`src/rtl/conv_window_feeder_if.sv`:
```
// Frame-RAM read port plus framed pixel stream toward the convolver.
interface conv_window_feeder_if #(
    parameter int unsigned PIXEL_NB = 7,
    parameter int unsigned ADDR_NB  = 6
);
    logic [ADDR_NB-1:0]  o_rd_addr;
    logic                o_rd_en;
    logic [PIXEL_NB-1:0] i_rd_data;
    logic [PIXEL_NB-1:0] o_pixel;
    logic                o_pixel_valid;
    logic                o_win_first;
    logic                o_win_last;
    logic                o_frame_last;

    // Feeder side: issues reads, receives RAM data, drives the stream.
    modport master (
        output o_rd_addr, o_rd_en,
        input  i_rd_data,
        output o_pixel, o_pixel_valid, o_win_first, o_win_last, o_frame_last
    );

    // RAM / convolver side.
    modport slave (
        input  o_rd_addr, o_rd_en,
        output i_rd_data,
        input  o_pixel, o_pixel_valid, o_win_first, o_win_last, o_frame_last
    );
endinterface

```
`src/rtl/conv_window_feeder.sv`:
```
// Walks every KxK window of a stored image (row-major windows, row-major
// patch) and streams the pixels to the convolver, one per cycle, no gaps.
module conv_window_feeder #(
    parameter int unsigned PIXEL_NB    = 7,
    parameter int unsigned KERNEL_SIZE = 3,
    parameter int unsigned IMG_W       = 8,
    parameter int unsigned IMG_H       = 8,
    parameter int unsigned ADDR_NB     = 6
) (
    input  logic                  clk100,
    input  logic                  in_reset,
    input  logic                  i_start,
    conv_window_feeder_if.master  bus,
    output logic                  o_busy,
    output logic                  o_done
);
    localparam int unsigned CW = $clog2(((IMG_W > IMG_H) ? IMG_W : IMG_H) + 1);

    localparam logic [CW-1:0]      K_MAX   = CW'(KERNEL_SIZE - 1);
    localparam logic [CW-1:0]      COL_MAX = CW'(IMG_W - KERNEL_SIZE);
    localparam logic [CW-1:0]      ROW_MAX = CW'(IMG_H - KERNEL_SIZE);
    localparam logic [CW-1:0]      C_ONE   = CW'(1);
    localparam logic [ADDR_NB-1:0] A_ONE   = ADDR_NB'(1);
    localparam logic [ADDR_NB-1:0] W_STEP  = ADDR_NB'(IMG_W);
    localparam logic [ADDR_NB-1:0] K_STEP  = ADDR_NB'(KERNEL_SIZE);

    typedef enum logic [1:0] {S_IDLE, S_RUN, S_DRAIN, S_DONE} state_t;

    state_t              state_q, state_d;
    logic [CW-1:0]       kx_q, kx_d, ky_q, ky_d, col_q, col_d, row_q, row_d;
    logic [ADDR_NB-1:0]  addr_q, addr_d;   // current read address
    logic [ADDR_NB-1:0]  line_q, line_d;   // address of (row+ky, col)
    logic [ADDR_NB-1:0]  win_q, win_d;     // address of (row, col)
    logic                rd_en_q, rd_en_d;
    logic                drain_q, drain_d;
    logic                busy_q, busy_d;
    logic                done_q, done_d;

    logic                first_c, wlast_c, flast_c;

    // Pipeline stage aligned with i_rd_data, then the output stage.
    logic                v1_q, first1_q, wlast1_q, flast1_q;
    logic [PIXEL_NB-1:0] pixel_q;
    logic                valid_q, first_q, wlast_q, flast_q;

    // Position tags of the address being issued this cycle.
    assign first_c = (kx_q == '0) && (ky_q == '0);
    assign wlast_c = (kx_q == K_MAX) && (ky_q == K_MAX);
    assign flast_c = wlast_c && (col_q == COL_MAX) && (row_q == ROW_MAX);

    // Next-state, counter stepping and incremental address generation.
    always_comb begin
        state_d = state_q;
        kx_d    = kx_q;
        ky_d    = ky_q;
        col_d   = col_q;
        row_d   = row_q;
        addr_d  = addr_q;
        line_d  = line_q;
        win_d   = win_q;
        rd_en_d = 1'b0;
        drain_d = drain_q;
        case (state_q)
            S_IDLE: begin
                if (i_start) begin
                    state_d = S_RUN;
                    kx_d    = '0;
                    ky_d    = '0;
                    col_d   = '0;
                    row_d   = '0;
                    addr_d  = '0;
                    line_d  = '0;
                    win_d   = '0;
                    rd_en_d = 1'b1;
                end
            end
            S_RUN: begin
                if (kx_q != K_MAX) begin
                    kx_d    = kx_q + C_ONE;
                    addr_d  = addr_q + A_ONE;
                    rd_en_d = 1'b1;
                end else if (ky_q != K_MAX) begin
                    kx_d    = '0;
                    ky_d    = ky_q + C_ONE;
                    line_d  = line_q + W_STEP;
                    addr_d  = line_q + W_STEP;
                    rd_en_d = 1'b1;
                end else if (col_q != COL_MAX) begin
                    kx_d    = '0;
                    ky_d    = '0;
                    col_d   = col_q + C_ONE;
                    win_d   = win_q + A_ONE;
                    line_d  = win_q + A_ONE;
                    addr_d  = win_q + A_ONE;
                    rd_en_d = 1'b1;
                end else if (row_q != ROW_MAX) begin
                    // Last column window base + K lands on the next row start.
                    kx_d    = '0;
                    ky_d    = '0;
                    col_d   = '0;
                    row_d   = row_q + C_ONE;
                    win_d   = win_q + K_STEP;
                    line_d  = win_q + K_STEP;
                    addr_d  = win_q + K_STEP;
                    rd_en_d = 1'b1;
                end else begin
                    state_d = S_DRAIN;
                    drain_d = 1'b0;
                end
            end
            S_DRAIN: begin
                if (drain_q) begin
                    state_d = S_DONE;
                end else begin
                    drain_d = 1'b1;
                end
            end
            S_DONE:  state_d = S_IDLE;
            default: state_d = S_IDLE;
        endcase
        busy_d = (state_d != S_IDLE);
        done_d = (state_d == S_DONE);
    end

    // FSM, counter and address registers.
    always_ff @(posedge clk100) begin
        if (in_reset) begin
            state_q <= S_IDLE;
            kx_q    <= '0;
            ky_q    <= '0;
            col_q   <= '0;
            row_q   <= '0;
            addr_q  <= '0;
            line_q  <= '0;
            win_q   <= '0;
            rd_en_q <= 1'b0;
            drain_q <= 1'b0;
            busy_q  <= 1'b0;
            done_q  <= 1'b0;
        end else begin
            state_q <= state_d;
            kx_q    <= kx_d;
            ky_q    <= ky_d;
            col_q   <= col_d;
            row_q   <= row_d;
            addr_q  <= addr_d;
            line_q  <= line_d;
            win_q   <= win_d;
            rd_en_q <= rd_en_d;
            drain_q <= drain_d;
            busy_q  <= busy_d;
            done_q  <= done_d;
        end
    end

    // Two-stage tag shift alongside the RAM read; pixel holds when idle.
    always_ff @(posedge clk100) begin
        if (in_reset) begin
            v1_q     <= 1'b0;
            first1_q <= 1'b0;
            wlast1_q <= 1'b0;
            flast1_q <= 1'b0;
            pixel_q  <= '0;
            valid_q  <= 1'b0;
            first_q  <= 1'b0;
            wlast_q  <= 1'b0;
            flast_q  <= 1'b0;
        end else begin
            v1_q     <= rd_en_q;
            first1_q <= rd_en_q & first_c;
            wlast1_q <= rd_en_q & wlast_c;
            flast1_q <= rd_en_q & flast_c;
            if (v1_q) begin
                pixel_q <= bus.i_rd_data;
            end
            valid_q  <= v1_q;
            first_q  <= first1_q;
            wlast_q  <= wlast1_q;
            flast_q  <= flast1_q;
        end
    end

    assign bus.o_rd_addr     = addr_q;
    assign bus.o_rd_en       = rd_en_q;
    assign bus.o_pixel       = pixel_q;
    assign bus.o_pixel_valid = valid_q;
    assign bus.o_win_first   = first_q;
    assign bus.o_win_last    = wlast_q;
    assign bus.o_frame_last  = flast_q;
    assign o_busy            = busy_q;
    assign o_done            = done_q;
endmodule

```
`src/flat_wrapper.sv`:
```
// flat-port wrapper written by rule: the top's interface ports become plain ports
module conv_window_feeder_flat 
#(
    parameter int unsigned PIXEL_NB    = 7,
    parameter int unsigned KERNEL_SIZE = 3,
    parameter int unsigned IMG_W       = 8,
    parameter int unsigned IMG_H       = 8,
    parameter int unsigned ADDR_NB     = 6
)
  (clk100, in_reset, i_start, o_busy, o_done, bus_o_rd_addr, bus_o_rd_en, bus_i_rd_data, bus_o_pixel, bus_o_pixel_valid, bus_o_win_first, bus_o_win_last, bus_o_frame_last);
  conv_window_feeder_if #(.PIXEL_NB(PIXEL_NB), .ADDR_NB(ADDR_NB)) bus_i ();
  input  logic clk100;
  input  logic in_reset;
  input  logic i_start;
  output logic o_busy;
  output logic o_done;
  output wire logic [$bits(bus_i.o_rd_addr)-1:0] bus_o_rd_addr;
  output wire logic [$bits(bus_i.o_rd_en)-1:0] bus_o_rd_en;
  input wire logic [$bits(bus_i.i_rd_data)-1:0] bus_i_rd_data;
  output wire logic [$bits(bus_i.o_pixel)-1:0] bus_o_pixel;
  output wire logic [$bits(bus_i.o_pixel_valid)-1:0] bus_o_pixel_valid;
  output wire logic [$bits(bus_i.o_win_first)-1:0] bus_o_win_first;
  output wire logic [$bits(bus_i.o_win_last)-1:0] bus_o_win_last;
  output wire logic [$bits(bus_i.o_frame_last)-1:0] bus_o_frame_last;
  assign bus_o_rd_addr = bus_i.o_rd_addr;
  assign bus_o_rd_en = bus_i.o_rd_en;
  assign bus_i.i_rd_data = bus_i_rd_data;
  assign bus_o_pixel = bus_i.o_pixel;
  assign bus_o_pixel_valid = bus_i.o_pixel_valid;
  assign bus_o_win_first = bus_i.o_win_first;
  assign bus_o_win_last = bus_i.o_win_last;
  assign bus_o_frame_last = bus_i.o_frame_last;
  conv_window_feeder #(.PIXEL_NB(PIXEL_NB), .KERNEL_SIZE(KERNEL_SIZE), .IMG_W(IMG_W), .IMG_H(IMG_H), .ADDR_NB(ADDR_NB)) u_core (.clk100(clk100), .in_reset(in_reset), .i_start(i_start), .bus(bus_i), .o_busy(o_busy), .o_done(o_done));
endmodule
```
`config.mk`:
```
export PLATFORM = sky130hd
export DESIGN_NAME = conv_window_feeder_flat
export DESIGN_NICKNAME = d
export VERILOG_FILES = /design/src/rtl/conv_window_feeder_if.sv /design/src/rtl/conv_window_feeder.sv /design/src/flat_wrapper.sv
export SDC_FILE = /design/constraint.sdc
export NUM_CORES = 1
export LEC_CHECK = 0
export ABC_CLOCK_PERIOD_IN_PS = 2450
export BUFFER_PORTS_ARGS = -buffer_cell sky130_fd_sc_hd__buf_2
export CAP_MARGIN = 20
export CORE_MARGIN = 8
export CORE_UTILIZATION = 25
export CTS_CLUSTER_DIAMETER = 80
export DETAILED_ROUTE_END_ITERATION = 7
export SYNTH_ARGS = -nofsm -noshare
export SYNTH_HDL_FRONTEND = slang
export SYNTH_SLANG_ARGS = --single-unit
```
`constraint.sdc`:
```
create_clock -name clk100 -period 2.45 [get_ports clk100]
set_input_delay 0.49 -clock clk100 [delete_from_list [all_inputs] [get_ports clk100]]
set_output_delay 0.49 -clock clk100 [all_outputs]
set_load 0.005 [all_outputs]
```
# After elaboration in Yosys (flattened, before gate mapping)
# Cells that the tools add are included.
[word_totals]
reg_bits = 55
[classes]
n_reduce_logical = 15
mux = 47
bitwise = 3
n_addsub = 8
eq_ne = 21
[ops]
columns = ["op", "count"]
rows = [
  ["$mux 4", 14],
  ["$mux 6", 8],
  ["$pmux 6 s2", 3],
  ["$pmux 4 s2", 4],
  ["$add 4x1->4 const B", 4],
  ["$add 6x1->6 const B", 2],
  ["$mux 2", 6],
  ["$ne 2x2->1 const B", 5],
  ["$reduce_and 5->1", 2],
  ["$mux 1", 9],
  ["$eq 4x2->1 const B", 2],
  ["$eq 4x3->1 const B", 2],
  ["$logic_not 4->1", 2],
  ["$ne 4x2->1 const B", 2],
  ["$ne 4x3->1 const B", 2],
  ["$pmux 2 s4", 1],
  ["$add 6x2->6 const B", 1],
  ["$add 6x4->6 const B", 1],
  ["$eq 2x2->1 const B", 3],
  ["$reduce_and 6->1", 1],
  ["$reduce_bool 2->1", 3],
  ["$ne 5x1->1 const B", 1],
  ["$logic_and 1x1->1", 4],
  ["$ne 4x1->1 const B", 1],
  ["other kinds (8)", 11],
]

# Depth between registers and ports, before layout
# Gate-level depths: netlist of the first run.
[depth]
ltp_word = 7
mapped_depth = 9

# Worst setup path after synthesis of the first run
# Ideal clock, no wire load.
[synth_path]
kind = "flip-flop to flip-flop"
start = "reg u_core.kx_q[0]"
end = "reg u_core.line_q[4]"
setup_time_ns = 0.125
path_buffers = 2
stages_incl_launch_ff = 10
arrival_time_ns = 1.764
slack_ns = 0.561
required_ns = 2.325
cell_sequence = "dfxtp_1 -> inv_1 -> ha_1 -> or3b_1 -> buf_6 -> a21oi_4 -> buf_4 -> nand3_1 -> o31ai_1 -> nor2_1"
[synth_between]
elab_chain_len = 3
[synth_rtl]
columns = ["item", "line", "rtl"]
rows = [
  ["from (decl)", "conv_window_feeder.sv:30", "logic [CW-1:0] kx_q, kx_d, ky_q, ky_d, col_q, col_d, row_q, row_d;"],
  ["from (signal assigned)", "conv_window_feeder.sv:142", "kx_q <= kx_d;"],
  ["$ne 4x2->1", "conv_window_feeder.sv:78", "if (kx_q != K_MAX) begin"],
  ["$ne 2x2->1 (no source line)", "n/a", ""],
  ["$reduce_and 4->1 (no source line)", "n/a", ""],
  ["to (signal assigned)", "conv_window_feeder.sv:147", "line_q <= line_d;"],
  ["to (decl)", "conv_window_feeder.sv:32", "logic [ADDR_NB-1:0] line_q, line_d;"],
]
# No other way between the ends.
# A chain may end at the register's enable or synchronous reset.

# Final worst setup path of the first run
[layout_path]
start = "reg u_core.kx_q[0]"
end = "reg u_core.col_q[3]"
[layout_between]
elab_chain_len = 3
[layout_rtl]
columns = ["item", "line", "rtl"]
rows = [
  ["$ne 4x2->1", "conv_window_feeder.sv:78", ""],
  ["$ne 2x2->1 (no source line)", "n/a", ""],
  ["$reduce_and 5->1 (no source line)", "n/a", ""],
  ["to (signal assigned)", "conv_window_feeder.sv:144", "col_q <= col_d;"],
  ["to (decl)", "conv_window_feeder.sv:30", ""],
]
# No other way between the ends.

==> flow_summary.json, run 1 <==
{
  "endpoint_kind": "register",
  "grt-busiest-layer": "met2",
  "synth_compound_area_share_pct": 17.47,
  "tns_ns": 0,
  "cp-start-kind": "register",
  "grt_max_degree": 31,
  "gr-usage-all-layers_pct": 9.509,
  "worst_r2r_path_depth": 7,
  "power_leakage_nw": 1.301,
  "synthCells": 319,
  "fmax_mhz": 455.8,
  "ant_nets": 0,
  "clock-root-buffer": "clkbuf_8",
  "finalSetupViolCount": 0,
  "setup_ws_ns": 0.2559,
  "grt_pass1_vias": 2335,
  "rr_startpoint": "u_core.kx_q[0]",
  "synth-adder-area-share_pct": 7.654,
  "ir_drop_mv": 0.2198,
  "synth.mux.area_fraction_pct": 3.287,
  "antenna_found_initial": 0,
  "syn_area_sq_um": 2779,
  "status": "completed",
  "arrival_ns": 2.44,
  "min_delay_path_depth": 3,
  "clk_latency_ns": 0.31,
  "drc": 0,
  "hold_viol_final": 0,
  "rrSetupSlack_ns": 0.26,
  "cts_buffer_depth": 2,
  "synth-main-ff-cell": "dfxtp_1",
  "drtIter0Drc": 178,
  "cts_setup_buffers": 0,
  "stdcell_count": 491,
  "dr.pass1.iters": 5,
  "cts_hold_buf": 0,
  "ys_seq_area_share_pct": 39.62,
  "async_reset_ff_share_pct": 0,
  "post-route-period-util_pct": 89.56,
  "synth_cell_types": 59,
  "worstPathBufferInverterCount": 1,
  "dp_hpwl_um": 5157,
  "p_total_mw": 1.950,
  "wl_um": 6935,
  "yosys_warnings": 0,
  "min_to": "u_core.bus.o_pixel[5]",
  "max_slew.worst_pin.slew_ns": 0.4847,
  "relSlewSlack_pct": 67.49,
  "nets": 377,
  "hp-class": "in -> reg",
  "grtUsageMet1_pct": 12.15,
  "insertedDiodeCount": 0,
  "final_util_pct": 29.95,
  "use_met3_pct": 1.908,
  "use_met2_pct": 15.42,
  "cts_buffers": 5,
  "ios": 30,
  "crit_cells": 7,
  "routedWlPerCell_um": 14.12,
  "synth-edff-count": 0,
  "critPathMaxStageDelay_ns": 0.48,
  "ctsResizeCount": 0,
  "routabilityCongestion": 0.8367,
  "syn_avg_cell_area_sq_um": 8.711,
  "drv_cap": 0,
  "synth_xor_area_share_pct": 4.097,
  "fin_crit_ns": 2.194,
  "rows": 38,
  "reg2reg_to": "u_core.col_q[3]",
  "hp-start": "bus_i_rd_data[5]",
  "cts_htree_levels": 2,
  "cp_max_fo": 10,
  "dp.cells": 483,
  "syn2layout_area_growth_pct": 16.84,
  "drive_above_1_share_pct": 16.52,
  "final_max_slew_viol_count": 0,
  "die_area_sq_um": 14750,
  "synth_seq_cells": 55,
  "skew_ns": 0.01206,
  "p_per_area_nw_per_um2": 600.6,
  "place_ws_ns": 0.2120,
  "clkTransAtPathRegs_ns": 0.10,
  "via_per_inst": 4.904,
  "crit_slowest_cell": "or3b_1",
  "grt_pass1_wl_um": 11510,
  "vias": 2408,
  "critPathKind": "reg -> reg",
  "synth_top_family_by_area": "simple AND/OR/NAND/NOR gates",
  "grt_setup_unrepaired": "false",
  "path_cells": "inv_1, ha_1, or3b_1, a21oi_4, o21ai_2, or3_1, a21oi_1",
  "cp.required_ns": 2.69,
  "synth_nets": 346,
  "grt_overflow": 0,
  "yosys.area_share.simple_pct": 22.96,
  "core-area_sq_um": 10840,
  "cts_sinks": 55,
  "die_y_um": 121.4,
  "fillers": 1188,
  "critical-path-top-delay-family": "simple AND/OR/NAND/NOR gates",
  "start_util_pct": 25.63,
  "portBuffers": 29,
  "die_width_um": 121.4,
  "cts_tree": "done"
}
## worst min-delay path, delay by kind of cell
family / cells / cell delay (ns)
muxes: 1 / 0.05
and+or+nand+nor: 1 / 0.07
buffers and inverters: 1 / 0.07
## placed cells by master, fill, tap and decap left out, types with 3 or more instances in the layout
cell type,synthesis,final
a211oi_1,3,3
mux2i_1,8,8
nand2_1,29,29
buf_4,1,12
nor2b_1,6,6
o32ai_1,3,3
dfxtp_1,55,55
nand4_1,3,3
xor2_1,7,7
a21oi_1,20,20
o221ai_1,3,3
or3_1,4,4
and3_1,6,6
inv_1,14,14
buf_2,4,29
nor3_1,10,10
nor3b_1,4,4
clkbuf_8,0,5
xnor2_1,6,6
o21a_1,4,4
o21ai_0,8,8
a221oi_1,3,3
nand3_1,15,15
nor2_1,34,34
ha_1,17,17
## cell usage after synthesis (2+ instances only)
master	n	area share, %
o32ai_1	3	0.95
dfxtp_1	55	40
nand3b_1	2	0.54
inv_1	14	1.9
o221ai_1	3	0.95
a21oi_1	20	3.6
clkbuf_1	10	1.4
or3_1	4	0.90
or3b_1	2	0.63
and3b_1	2	0.63
a221oi_1	3	0.95
nand4_1	3	0.68
a211oi_1	3	0.81
mux2i_1	8	2.9
o21ai_0	8	1.4
nor3_1	10	1.8
o31ai_1	3	0.81
nand3_1	15	2.7
ha_1	17	7.7
xnor2_1	6	1.9
nor4_1	2	0.45
o21a_1	4	1.1
buf_2	4	0.72
o22ai_1	2	0.45
nor2b_1	6	1.4
o311ai_0	2	0.63
nor3b_1	4	1.1
xor2_1	7	2.2
nand2_1	29	3.9
nor2_1	34	4.6
and3_1	6	1.4
## worst max path at each step
stage,start,end,slack [ns]
2_1_floorplan,u_core.kx_q[0],u_core.line_q[4],0.56
3_3_place_gp,u_core.col_q[0],u_core.bus.o_rd_addr[4],0.28
3_5_place_dp,u_core.col_q[0],u_core.bus.o_rd_addr[4],0.21
5_1_grt,u_core.col_q[0],u_core.line_q[4],0.07
4_1_cts,u_core.col_q[0],u_core.bus.o_rd_addr[4],0.19
6_report,u_core.kx_q[0],u_core.col_q[3],0.26
## report_power, final
| part | internal [mW] | switching, mW | leakage [nW] |
|---|---|---|---|
| logic | 0.108 | 0.170 | 0.789 |
| clock network | 0.409 | 0.301 | 0.0654 |
| registers | 0.928 | 0.0344 | 0.446 |
## state kept, by name, summed over array words and instances, names as in the netlist
name,cells
u_core.bus.o_win_last,1
u_core.row_q,4
u_core.first1_q,1
u_core.flast1_q,1
u_core.bus.o_pixel,7
u_core.bus.o_win_first,1
u_core.drain_q,1
u_core.col_q,4
u_core.bus.o_rd_en,1
u_core.v1_q,1
u_core.wlast1_q,1
u_core.o_busy,1
u_core.line_q,6
u_core.bus.o_frame_last,1
u_core.kx_q,4
u_core.ky_q,4
u_core.bus.o_rd_addr,6
u_core.bus.o_pixel_valid,1
u_core.win_q,6
u_core.o_done,1
u_core.state_q,2
## logic make-up after synthesis
family	Yosys count
multiplexers	9
flip-flops	55
AO/OA/AOI/OAI	67
XOR/XNOR	13
adder cells (fa/ha/maj)	17
AND/OR/NAND/NOR	126
buffers and inverters	32
## metal layers
layer | routed length [um] | share of wire (%)
met1 | 3109 | 45
met2 | 3344 | 48
met4 | 142 | 2.0
met5 | 0 | 0
met3 | 338 | 4.9
## per-stage QoR
| stage | area (sq um) | hold WS (ns) |
|---|---|---|
| 2_1_floorplan | 2779 | 0.4138 |
| 3_5_place_dp | 3109 | 0.4252 |
| 6_report | 3247 | 0.4136 |
| 5_1_grt | 3247 | 0.4213 |
| 3_3_place_gp | 3109 | 0.4285 |
| 4_1_cts | 3242 | 0.4050 |
## final cells by class
class	instances	area (sq um)	share of cell area, %
inverter	15	56.30	1.734
tap	140	175.2	5.395
clock inverter	2	60.06	1.850
multi-input combinational	232	1546	47.63
timing repair buffer	41	235.2	7.245
sequential	55	1101	33.91
clock buffer	6	72.57	2.235
Note: power is estimated with default switching activity, not from simulation.
==> run 2: changes to the inputs <==
--- a/config.mk
+++ b/config.mk
@@ -10,8 +10,10 @@
 export CAP_MARGIN = 20
 export CORE_MARGIN = 8
 export CORE_UTILIZATION = 25
+export CTS_BUF_LIST = sky130_fd_sc_hd__clkbuf_16
 export CTS_CLUSTER_DIAMETER = 80
 export DETAILED_ROUTE_END_ITERATION = 7
+export GPL_TIMING_DRIVEN = 0
 export SYNTH_ARGS = -nofsm -noshare
 export SYNTH_HDL_FRONTEND = slang
 export SYNTH_SLANG_ARGS = --single-unit
==> run 2 against run 1 <==
Net effect:
- cell area up 0.73%
- power rose by 4.5%
- first-iteration DRC count decreased by 7.3%
- via count down 0.17%
- utilization increased by 0.22 points
- global-route usage barely moved
- clock skew fell by 0.0062 ns
- sequential power fell by 0.7%
- critical path type unchanged
- highest routed layer unchanged
==> flow_summary.json, run 2 (synthesis gave the netlist of run 1 again) <==
{
  "status": "completed",
  "grt_setup_unrepaired": "false",
  "max_slew.worst_pin.slew_ns": 0.5770,
  "post-route-period-util_pct": 91.27,
  "p_sw_share_pct": 25.90,
  "wl_um": 6948,
  "top_layer": "met4",
  "endpoint_kind": "register",
  "cp_max_fo": 5,
  "start_util_pct": 25.63,
  "hold_slack_ns": 0.4366,
  "arrival_ns": 2.41,
  "finalSetupViolCount": 0,
  "critPathKind": "reg -> reg",
  "wl_met2_um": 3259,
  "rrSetupSlack_ns": 0.21,
  "cts_setup_buffers": 0,
  "hp-start": "bus_i_rd_data[3]",
  "cts_buffers": 5,
  "min_to": "u_core.bus.o_pixel[3]",
  "clock-root-buffer": "clkbuf_16",
  "seqPwrFrac_pct": 46.9,
  "dp_hpwl_um": 5206,
  "largest_reg_flops": 7,
  "cts_tree": "done",
  "routabilityCongestion": 0.8883,
  "insertedDiodeCount": 0,
  "relSlewSlack_pct": 61.54,
  "dpl_cell_area_sq_um": 3099,
  "critPathMaxStageDelay_ns": 0.40,
  "p_switching_uw": 528.0,
  "hold_viol_final": 0,
  "rows": 38,
  "fin_crit_ns": 2.236,
  "clock_power_share_pct": 39.3,
  "met1_length_um": 3166,
  "wl_met3_um": 392,
  "critical-path-top-delay-family": "compound AO/OA/AOI/OAI gates",
  "layout_commonest_cell": "dfxtp_1",
  "drtIter0Drc": 165,
  "die_width_um": 121.4,
  "crit_slowest_cell": "dfxtp_1",
  "tns_ns": 0,
  "grt_overflow": 0,
  "worst_r2r_path_depth": 8,
  "cp_common_cell": "ha_1",
  "skew_ns": 0.005896,
  "p_comb_share_pct": 13.8,
  "die_y_um": 121.4,
  "routedWlPerCell_um": 14.04,
  "power_leakage_nw": 1.295,
  "path_cells": "ha_1, nand3b_1, xnor2_1, ha_1, a21oi_1, nor3_1, o31ai_2, a211oi_1",
  "cts_hold_buf": 0,
  "vias": 2404,
  "antenna_found_initial": 0,
  "nets": 382,
  "clkTransAtPathRegs_ns": 0.07,
  "reg2reg_to": "u_core.bus.o_rd_addr[4]",
  "ant_nets": 0,
  "drc": 0,
  "syn2layout_area_growth_pct": 17.69,
  "grt_max_degree": 17,
  "rr_startpoint": "u_core.col_q[0]",
  "die_area_sq_um": 14750,
  "dr.pass1.iters": 4,
  "portBuffers": 29,
  "cts_buffer_depth": 2,
  "p_int_mw": 1.510,
  "final_cell_mix": "55 x dfxtp_1, 34 x nor2_1, 33 x buf_2, 29 x nand2_1, 20 x a21oi_1",
  "via_per_inst": 4.857,
  "ios": 30,
  "ir_drop_mv": 0.3338,
  "cp-start-kind": "register",
  "p_per_area_nw_per_um2": 623.2,
  "final_max_slew_viol_count": 0,
  "hp-class": "in -> reg",
  "grt_pass1_vias": 2348,
  "drv_cap": 0,
  "core-area_sq_um": 10840,
  "cts_sinks": 55,
  "gr-usage-all-layers_pct": 9.531,
  "min_delay_path_depth": 3,
  "fmax_mhz": 447.2,
  "grt_pass1_wl_um": 11400,
  "cp.required_ns": 2.62,
  "clk_latency_ns": 0.29,
  "final_util_pct": 30.17,
  "worstPathBufferInverterCount": 0,
  "fin_area_sq_um": 3271,
  "drive_above_1_share_pct": 14.93,
  "cts_htree_levels": 2
}
## run 2: cell types whose count changed in the layout (fill, tap and decap cells not counted), sizes merged
| cell | previous run | this run |
|---|---|---|
| buf | 41 | 36 |
| bufinv | 2 | 1 |
| clkinvlp | 0 | 1 |
| clkbuf | 6 | 15 |
## run 2: metal layers
metal,vias to the layer above,GRT usage (%)
met1,1118,11.47
met3,11,2.141
met2,61,16.15
met4,0,3.624
li1,1214,-
met5,-,0
## run 2: how the worst max path moves through the flow
| stage | cells past startpoint | slack [ns] | start | to |
|---|---|---|---|---|
| after floorplan | 9 | 0.56 | u_core.kx_q[0] | u_core.line_q[4] |
| after global placement | 8 | 0.18 | u_core.col_q[0] | u_core.bus.o_rd_addr[4] |
| after detailed placement | 8 | 0.12 | u_core.col_q[0] | u_core.bus.o_rd_addr[4] |
| after CTS | 8 | 0.09 | u_core.col_q[1] | u_core.o_done |
| after global routing | 8 | 0.009 | u_core.state_q[1] | u_core.row_q[1] |
| final | 8 | 0.21 | u_core.col_q[0] | u_core.bus.o_rd_addr[4] |
## run 2: area by class of cell
cell class / count / area [sq um]
repair buffers: 29 / 145.1
well taps: 140 / 175.2
flip-flops and latches: 55 / 1101
inverters: 15 / 56.30
fillers: 1177 / 7570
plain buffers: 17 / 80.08
multi-input cells: 232 / 1550
clock inverters: 2 / 37.54
clock buffers: 5 / 125.1
## run 2: tightest hold or removal path, stage by stage
cell and delay, ns:
buf_2 0.07, mux2i_1 0.05, nor2_1 0.07
## run 2: power groups by stage
stage          combinational, mW  clock (mW)  sequential [mW]
2_1_floorplan              0.191           0            0.972
3_3_place_gp               0.278           0            0.974
3_5_place_dp               0.280           0            0.975
4_1_cts                    0.281       0.823            0.954
5_1_grt                    0.316       0.852            0.959
6_report                   0.282       0.801            0.955
## run 2: timing repair
| item | 4_1_cts | 5_1_grt |
|---|---|---|
| gates resized for setup | 0 | 3 |
| endpoints found under the setup margin | 0 | 6 |
| endpoints found under the hold margin | 0 | 0 |
## run 2: per-stage QoR
stage / power [mW] / setup slack (ns) / instances
6_report: 2.038 / 0.2138 / 495
5_1_grt: 2.127 / 0.009281 / 495
4_1_cts: 2.059 / 0.08829 / 495
3_5_place_dp: 1.255 / 0.1200 / 488
3_3_place_gp: 1.252 / 0.1786 / 488
2_1_floorplan: 1.163 / 0.5613 / 319
==> run 3: changes to the inputs <==
--- a/config.mk
+++ b/config.mk
@@ -8,12 +8,15 @@
 export ABC_CLOCK_PERIOD_IN_PS = 2450
 export BUFFER_PORTS_ARGS = -buffer_cell sky130_fd_sc_hd__buf_2
 export CAP_MARGIN = 20
+export CELL_PAD_IN_SITES_DETAIL_PLACEMENT = 0
+export CELL_PAD_IN_SITES_GLOBAL_PLACEMENT = 2
 export CORE_MARGIN = 8
 export CORE_UTILIZATION = 25
 export CTS_BUF_LIST = sky130_fd_sc_hd__clkbuf_16
 export CTS_CLUSTER_DIAMETER = 80
 export DETAILED_ROUTE_END_ITERATION = 7
 export GPL_TIMING_DRIVEN = 0
+export PLACE_DENSITY_LB_ADDON = 0.1
 export SYNTH_ARGS = -nofsm -noshare
 export SYNTH_HDL_FRONTEND = slang
 export SYNTH_SLANG_ARGS = --single-unit
==> run 3 against run 2 <==
Net effect:
- count of clock-buffer cells in the layout is the same
- critical endpoint is now u_core.bus.o_rd_addr[5]
- flip-flop and latch count stayed put
- wire length increased by 16%
- via count fell by 1.4%
- register-to-register slack worse by 0.03 ns
- clock power is 7.7% lower
- power decreased by 2.1%
- critical path depth is 1 lower
- hold slack got worse by 0.0081 ns
- die area unchanged
- first-iteration DRC count shrank 32%
- setup slack lost 0.027 ns
==> flow_summary.json, run 3 (synthesis gave the netlist of run 1 again) <==
{
  "drive_above_1_share_pct": 16.57,
  "cts_buffer_depth": 2,
  "gr-usage-all-layers_pct": 11.19,
  "grt_pass1_vias": 2340,
  "start_util_pct": 25.63,
  "clock-root-buffer": "clkbuf_16",
  "final_max_slew_viol_count": 0,
  "nets": 382,
  "post-route-period-util_pct": 92.36,
  "dr.pass1.iters": 4,
  "finalSetupViolCount": 0,
  "fmax_mhz": 442.0,
  "ant_nets": 0,
  "antenna_found_initial": 0,
  "hold_viol_final": 0,
  "ios": 30,
  "largest_reg_flops": 7,
  "die_width_um": 121.4,
  "cp-start-kind": "register",
  "p_int_mw": 1.420,
  "relSlewSlack_pct": 59.03,
  "status": "completed",
  "clkTransAtPathRegs_ns": 0.08,
  "ir_drop_mv": 0.3097,
  "die_y_um": 121.4,
  "path_cells": "ha_1, and3b_1, buf_2, nand2_1, and3_1, o32ai_2, o221a_2",
  "drc": 0,
  "crit_slowest_cell": "dfxtp_1",
  "p_switching_uw": 576.1,
  "cts_hold_buf": 0,
  "critPathKind": "reg -> reg",
  "rrSetupSlack_ns": 0.19,
  "critPathMaxStageDelay_ns": 0.42,
  "grt_pass1_wl_um": 13120,
  "cp.required_ns": 2.69,
  "grt_setup_unrepaired": "false",
  "p_total_mw": 1.996,
  "fillers": 1211,
  "insertedDiodeCount": 0,
  "power_leakage_nw": 1.303,
  "layout_commonest_cell": "dfxtp_1",
  "grt_max_degree": 18,
  "wl_um": 8055,
  "vias": 2370,
  "cts_sinks": 55,
  "endpoint_kind": "register",
  "p_sw_share_pct": 28.86,
  "clock_power_share_pct": 37.0,
  "grt_overflow": 0,
  "routabilityCongestion": 0.7286,
  "skew_ns": 0.005420,
  "die_area_sq_um": 14750,
  "drv_cap": 0,
  "cts_htree_levels": 2,
  "drtIter0Drc": 112,
  "cts_buffers": 5,
  "portBuffers": 29,
  "p_comb_share_pct": 15.0,
  "cts_setup_buffers": 0,
  "routedWlPerCell_um": 16.24,
  "syn2layout_area_growth_pct": 18.42,
  "fin_crit_ns": 2.263,
  "via_per_inst": 4.778,
  "dp_hpwl_um": 5978,
  "core-area_sq_um": 10840,
  "seqPwrFrac_pct": 47.9,
  "p_per_area_nw_per_um2": 606.5,
  "hold_slack_ns": 0.4285,
  "hp-class": "in -> reg",
  "cts_tree": "done",
  "max_slew.worst_pin.slew_ns": 0.6146,
  "arrival_ns": 2.51,
  "cp_max_fo": 10,
  "rows": 38,
  "final_cell_mix": "55 x dfxtp_1, 34 x nor2_1, 33 x buf_2, 29 x nand2_1, 19 x a21oi_1",
  "clk_latency_ns": 0.30
}
-- run 3: cell types whose count changed in the layout (fill, tap and decap cells not counted), sizes merged --
cell | previous run | this run
inv | 14 | 16
bufinv | 1 | 0
-- run 3: per-stage QoR --
stage          TNS (ns)  area, sq um  setup slack, ns  std cells  util, %
4_1_cts               0         3253          0.01235        496    30.01
6_report              0         3291           0.1873        496    30.36
2_1_floorplan         0         2779           0.5613        319        -
3_3_place_gp    -0.1270         3099         -0.05942        488    28.59
5_1_grt               0         3291          0.01734        496    30.36
3_5_place_dp   -0.09009         3099         -0.04599        488    28.59
-- run 3: power by group through the flow --
stage / registers, mW / logic (mW) / clock network (mW)
2_1_floorplan: 0.972 / 0.191 / 0
3_3_place_gp: 0.977 / 0.293 / 0
3_5_place_dp: 0.977 / 0.293 / 0
4_1_cts: 0.956 / 0.297 / 0.767
5_1_grt: 0.961 / 0.341 / 0.800
6_report: 0.956 / 0.300 / 0.739
-- run 3: what timing repair did --
item | 4_1_cts | 5_1_grt
resized for setup | 2 | 11
endpoints found under the hold margin | 0 | 0
setup endpoints to repair | 2 | 15
-- run 3: path summary, 6_finish.rpt --
path / to / cells past startpoint / startpoint
max reg2reg: u_core.bus.o_rd_addr[5] / 7 / u_core.col_q[0]
min: u_core.bus.o_pixel[2] / 3 / bus_i_rd_data[2]
min reg2reg: u_core.bus.o_win_first / 1 / u_core.first1_q
max: u_core.bus.o_rd_addr[5] / 7 / u_core.col_q[0]
-- run 3: final cells by class --
class	instances	area (sq um)	share of cell area (%)
Sequential cell	55	1101	33.46
Timing Repair Buffer	29	145.1	4.411
Clock buffer	5	125.1	3.802
Tap cell	140	175.2	5.323
Buffer	17	82.58	2.510
Multi-Input combinational cell	232	1585	48.17
Inverter	15	56.30	1.711
Clock inverter	3	20.02	0.6084
-- run 3: critical path: cells and delay by family, from the launching register on --
kind	cells	cell delay [ns]
AOI/OAI and AO/OA	2	0.61
buffers and inverters	1	0.24
adders and majority gates	1	0.19
and+or+nand+nor	3	0.75
DFF	1	0.42
-- run 3: routing by layer --
metal  vias up  global-route usage (%)  share of wire [%]
met2        27                   18.31                 47
met3         6                   2.280                3.0
met4         0                   2.544                1.1
met1      1137                   14.73                 49
li1       1200                       -                  -
met5         -                       0                  0
